<file path="config.mk">
export PLATFORM = sky130hd
export DESIGN_NAME = stack_ctrl
export DESIGN_NICKNAME = d
export VERILOG_FILES = /design/src/rtl/stack_ctrl.sv
export SDC_FILE = /design/constraint.sdc
export NUM_CORES = 1
export LEC_CHECK = 0
export BUFFER_PORTS_ARGS = -buffer_cell sky130_fd_sc_hd__buf_2
export CAP_MARGIN = 40
export CORE_ASPECT_RATIO = 2
export CORE_MARGIN = 2
export CORE_UTILIZATION = 46
export CTS_CLUSTER_DIAMETER = 80
export DETAILED_ROUTE_END_ITERATION = 7
export PLACE_DENSITY = 0.77
export REMOVE_ABC_BUFFERS = 1
export SETUP_SLACK_MARGIN = 0.3
export SLEW_MARGIN = 40
export SYNTH_ARGS = -nofsm -noshare
export SYNTH_HDL_FRONTEND = slang
export SYNTH_SLANG_ARGS = --single-unit
</file>
<file path="constraint.sdc">
create_clock -name clk -period 2 [get_ports clk]
set_clock_uncertainty 0.2 [all_clocks]
set_input_delay 0.2 -clock clk [delete_from_list [all_inputs] [get_ports clk]]
set_output_delay 0.2 -clock clk [all_outputs]
set_load 0.005 [all_outputs]
</file>
<file path="src/rtl/stack_ctrl.sv">
`default_nettype none
// ============================================================================
// Module   : stack_ctrl
// Purpose  : Request/response front end for an external byte stack. Accepts
//            clr/push/pop requests from a host, issues one registered command
//            to the stack, checks the stack's status flags against its own
//            occupancy count, and returns a single-cycle response.
// Revision : 1.0 - initial release
// ----------------------------------------------------------------------------
// Ports
//   clk        in   1  clock, rising edge
//   rst        in   1  synchronous active-high reset
//   req_valid  in   1  host request present
//   req_ready  out  1  request accepted this cycle (IDLE only)
//   req_op     in   2  01 clr, 10 push, 11 pop, 00 illegal
//   req_data   in   8  byte to push
//   rsp_valid  out  1  one-cycle response strobe
//   rsp_data   out  8  popped byte, 0 for every other response
//   rsp_err    out  1  request rejected locally or failed in the stack
//   level      out  4  occupancy count, 0..DEPTH
//   desync     out  1  sticky: stack flags disagreed with level
//   stk_cmd    out  2  stack command: 00 nop, 01 clr, 10 push, 11 pop
//   stk_din    out  8  byte presented to the stack's data_in
//   stk_dout   in   8  stack data_out
//   stk_full   in   1  stack full flag
//   stk_empty  in   1  stack empty flag
//   stk_error  in   1  stack error flag
// ============================================================================
module stack_ctrl #(
  parameter int DEPTH = 8
) (
  input  logic       clk,
  input  logic       rst,
  input  logic       req_valid,
  output logic       req_ready,
  input  logic [1:0] req_op,
  input  logic [7:0] req_data,
  output logic       rsp_valid,
  output logic [7:0] rsp_data,
  output logic       rsp_err,
  output logic [3:0] level,
  output logic       desync,
  output logic [1:0] stk_cmd,
  output logic [7:0] stk_din,
  input  logic [7:0] stk_dout,
  input  logic       stk_full,
  input  logic       stk_empty,
  input  logic       stk_error
);

  localparam logic [1:0] C_OP_NOP  = 2'b00;
  localparam logic [1:0] C_OP_CLR  = 2'b01;
  localparam logic [1:0] C_OP_PUSH = 2'b10;
  localparam logic [1:0] C_OP_POP  = 2'b11;
  localparam logic [3:0] C_LVL_MAX = 4'(DEPTH);

  typedef enum logic [2:0] {
    S_INIT = 3'd0,
    S_IDLE = 3'd1,
    S_CMD  = 3'd2,
    S_CHK  = 3'd3,
    S_DATA = 3'd4,
    S_RSP  = 3'd5
  } state_t;

  state_t     r_state;
  logic       r_init_step;  // INIT takes two edges: drop clr, then check empty
  logic [1:0] r_op;         // opcode of the request in flight
  logic       r_err;        // stk_error captured in CHK, held for pop's DATA

  logic       w_reject;
  logic [3:0] w_next_level;
  logic       w_chk_bad;

  // Requests the controller refuses without touching the stack.
  always_comb begin
    w_reject = 1'b0;
    case (req_op)
      C_OP_NOP:  w_reject = 1'b1;
      C_OP_PUSH: w_reject = (level == C_LVL_MAX);
      C_OP_POP:  w_reject = (level == 4'd0);
      default:   w_reject = 1'b0;
    endcase
  end

  // Occupancy after the in-flight command. Rejects guarantee no wrap here.
  always_comb begin
    w_next_level = level;
    case (r_op)
      C_OP_CLR:  w_next_level = 4'd0;
      C_OP_PUSH: w_next_level = level + 4'd1;
      C_OP_POP:  w_next_level = level - 4'd1;
      default:   w_next_level = level;
    endcase
  end

  // The stack's flags must agree with the level we are about to hold.
  assign w_chk_bad = stk_error
                   | (stk_full  != (w_next_level == C_LVL_MAX))
                   | (stk_empty != (w_next_level == 4'd0));

  always_ff @(posedge clk) begin
    if (rst) begin
      r_state     <= S_INIT;
      r_init_step <= 1'b0;
      r_op        <= C_OP_NOP;
      r_err       <= 1'b0;
      stk_cmd     <= C_OP_CLR;  // keep the stack cleared while in reset
      stk_din     <= 8'h00;
      req_ready   <= 1'b0;
      rsp_valid   <= 1'b0;
      rsp_err     <= 1'b0;
      rsp_data    <= 8'h00;
      level       <= 4'd0;
      desync      <= 1'b0;
    end else begin
      // Commands and responses are single-cycle pulses unless re-armed below.
      stk_cmd   <= C_OP_NOP;
      rsp_valid <= 1'b0;

      case (r_state)
        S_INIT: begin
          if (!r_init_step) begin
            r_init_step <= 1'b1;
          end else begin
            r_state   <= S_IDLE;
            req_ready <= 1'b1;
            if (!stk_empty) begin
              desync <= 1'b1;
            end
          end
        end

        S_IDLE: begin
          if (req_valid && req_ready) begin
            r_op      <= req_op;
            req_ready <= 1'b0;
            if (w_reject) begin
              r_state   <= S_RSP;
              rsp_valid <= 1'b1;
              rsp_err   <= 1'b1;
              rsp_data  <= 8'h00;
            end else begin
              stk_cmd <= req_op;
              stk_din <= req_data;
              r_state <= S_CMD;
            end
          end
        end

        // The stack samples stk_cmd on the edge leaving CMD.
        S_CMD: begin
          r_state <= S_CHK;
        end

        S_CHK: begin
          level <= w_next_level;
          r_err <= stk_error;
          if (w_chk_bad) begin
            desync <= 1'b1;
          end else if (r_op == C_OP_CLR) begin
            desync <= 1'b0;
          end
          if (r_op == C_OP_POP) begin
            r_state <= S_DATA;
          end else begin
            r_state   <= S_RSP;
            rsp_valid <= 1'b1;
            rsp_err   <= stk_error;
            rsp_data  <= 8'h00;
          end
        end

        S_DATA: begin
          r_state   <= S_RSP;
          rsp_valid <= 1'b1;
          rsp_err   <= r_err;
          rsp_data  <= stk_dout;
        end

        // rsp_valid is high for the whole RSP cycle; clean up on exit.
        S_RSP: begin
          r_state   <= S_IDLE;
          req_ready <= 1'b1;
          rsp_err   <= 1'b0;
          rsp_data  <= 8'h00;
        end

        default: begin
          r_state     <= S_INIT;
          r_init_step <= 1'b0;
          req_ready   <= 1'b0;
        end
      endcase
    end
  end

endmodule
`default_nettype wire

</file>
==> metrics.cfg <==
[run_status]
status=finished clean

[flow_run]
maxCapViolations=0

[sta]
worst_hold_slack_ns=0.0347
max_slew.worst_pin.slew_ns=0.526
fmax_ghz=0.505
maxSlewHeadroom_pct=64.8
setup_viol=0
final_hold_viol_count=0
maxSlewViolCount=0
grt_setup_unrepaired=true
finalCritPeriodShare_pct=99.0
period_minus_slack_ns=1.98

[global_routing]
antenna_found_initial=0
grt_max_degree=18
grt_pass1_vias=1746
grt_pass1_wl_mm=7.80
grt_usage_pct=26.6
grt_overflow_total=0

[critical_path]
critPathKind=register to register
critPathArrivalTime_ns=1.96
critPathMaxFanout=5
crit_path_end_kind=register
rrSetupSlack_ns=0.02
crit_path_start_kind=register
required_ns=1.98

[cts]
insertion_delay_ns=0.29
htreeDepth=2
clock-root-buffer=clkbuf_8
cts_tree=yes
cts.sinks=33
numCtsBuffers=5
clockBufferDepth=2
path_clk_slew_ns=0.06

[route]
remaining_drc_errors=0
via_per_inst=5.66
wire_per_inst_microns=17.0
drtPass1Iterations=4
drtAntennaViolNets=0
vias=1806
drtIter0Drc=59
totalWireLength_mm=5.43

[logic_synthesis]
netlist_instances=179
yosys.area.top_type=dfxtp_1
async_flop_share_pct=0
synthDistinctLibCells=49
synth-seq-cells=33
synth.area.top_cells=dfxtp_1, mux2i_1, nor2_1
syn_area_sq_um=1640
synth_warnings=0
synth_edf_count=0
yosysTopAreaCellShare_pct=40.2
synth_ff_type=dfxtp_1
seq_area_frac_synth_pct=40.2
avgSynthCellArea_sq_um=9.17

[final_layout]
fill_cells=222
nets=298
layout_commonest_cell=buf_2
drive_gt1_share_pct=44.6
utilization_pct=77.4
diodes=0
syn_to_final_growth_pct=61.0
final_cell_mix=buf_2, dfxtp_1, nor2_1, dlygate4sd3_1, buf_4

[floorplan]
die_area_sq_um=4090
rows=30
coreArea_sq_um=3420
start_util_pct=48.1
ios=50
die_h_microns=88.5
die_width_microns=46.2

[pwr]
peakVddDrop_uv=682
leakage_nw=1.13
fin_total_pwr_mw=2.03
power.density_nw_per_um2=767

[placement]
detailedPlacementHpwl_mm=3.16
place.gp.congestion=0.797
io_buffer_count=49

[worst_hold_path]
holdCritPathClass=input pin to register

==> power by group <==
group          leakage (nW)  switching [mW]  internal (mW)
logic                 0.801           0.316          0.307
registers             0.272          0.0460          0.717
clock network        0.0585           0.236          0.406
total                  1.13           0.598           1.43
==> per-stage QoR <==
step / cells / setup slack, ns / setup TNS [ns] / instance area (sq um)
finish: 319 / 0.0196 / 0 / 2640
detailed placement: 285 / -0.130 / -0.130 / 2040
global route: 319 / -0.0500 / -0.0500 / 2640
global placement: 285 / -0.0577 / -0.0577 / 2040
CTS: 319 / 0.0517 / 0 / 2520
floorplan: 167 / -0.534 / -5.03 / 1580
==> critical path, cell delays in order, from the launching register on <==
cell	delay, ns
dfxtp_2	0.34
nand2_2	0.07
inv_1	0.10
ha_4	0.22
a31o_2	0.25
a32oi_1	0.17
nor3b_4	0.25
nand4b_1	0.12
o311a_1	0.13
==> layer usage <==
layer	global-route usage (%)	routed length, microns
met5	0	0
met3	5.71	277
met2	51.1	3170
met4	11.9	124
met1	24.5	1860
==> what timing repair did <==
action	4_1_cts	5_1_grt
endpoints found under the setup margin	25	26
pin swaps	12	7
resized for setup	33	25
hold endpoints to repair	22	0
setup buffers	4	0
cloned	2	0
hold buffers	20	0
==> state kept, by name, summed over array words and instances, names as in the netlist <==
signal / count
rsp_valid: 1
r_init_step: 1
level: 4
stk_cmd: 2
r_op: 2
rsp_data: 8
req_ready: 1
r_state: 3
desync: 1
stk_din: 8
r_err: 1
rsp_err: 1
==> synth_stat cells (2+ instances only) <==
master / instances
nor2_1: 22
inv_1: 5
and3_1: 3
nand2_1: 6
or4b_1: 2
a221oi_1: 2
mux2i_1: 11
buf_6: 2
clkbuf_1: 6
dfxtp_1: 33
a21oi_1: 7
o21ai_0: 10
a32o_1: 8
nor3b_1: 4
nand3_1: 4
nand2b_1: 4
a211oi_1: 2
a2111oi_0: 3
ha_1: 4
a21o_1: 3
nand3b_1: 3
nor4bb_1: 2
nor2b_1: 3
a31oi_1: 3
nor3_1: 2
buf_2: 2
==> kinds of logic after synthesis <==
| logic type | share of synthesized area, % |
|---|---|
| xor+xnor | 0.534 |
| mux | 6.71 |
| fa+ha+maj | 3.05 |
| simple gates | 21.2 |
| buf+inv | 5.18 |
| compound gates | 23.1 |
| flops | 40.2 |
==> cell type report <==
cell class / instances / area [sq um] / area share, %
Sequential cell: 33 / 674 / 25.5
Tap cell: 48 / 60.1 / 2.27
Timing Repair Buffer: 95 / 667 / 25.2
Clock inverter: 1 / 30.0 / 1.14
Clock buffer: 7 / 86.3 / 3.27
Multi-Input combinational cell: 130 / 1110 / 41.9
Inverter: 5 / 18.8 / 0.710
==> worst paths after layout <==
| kind | from | endpoint | cells after the start |
|---|---|---|---|
| setup reg to reg | r_op[0]$_SDFFE_PP0P_ | desync$_SDFFE_PP0P_ | 8 |
| hold / removal | req_op[1] | r_op[1]$_SDFFE_PP0P_ | 3 |
| hold reg to reg | rsp_err$_SDFFE_PP0P_ | rsp_err$_SDFFE_PP0P_ | 1 |
| setup / recovery | r_op[0]$_SDFFE_PP0P_ | desync$_SDFFE_PP0P_ | 8 |
(Power assumes the default switching activity.)
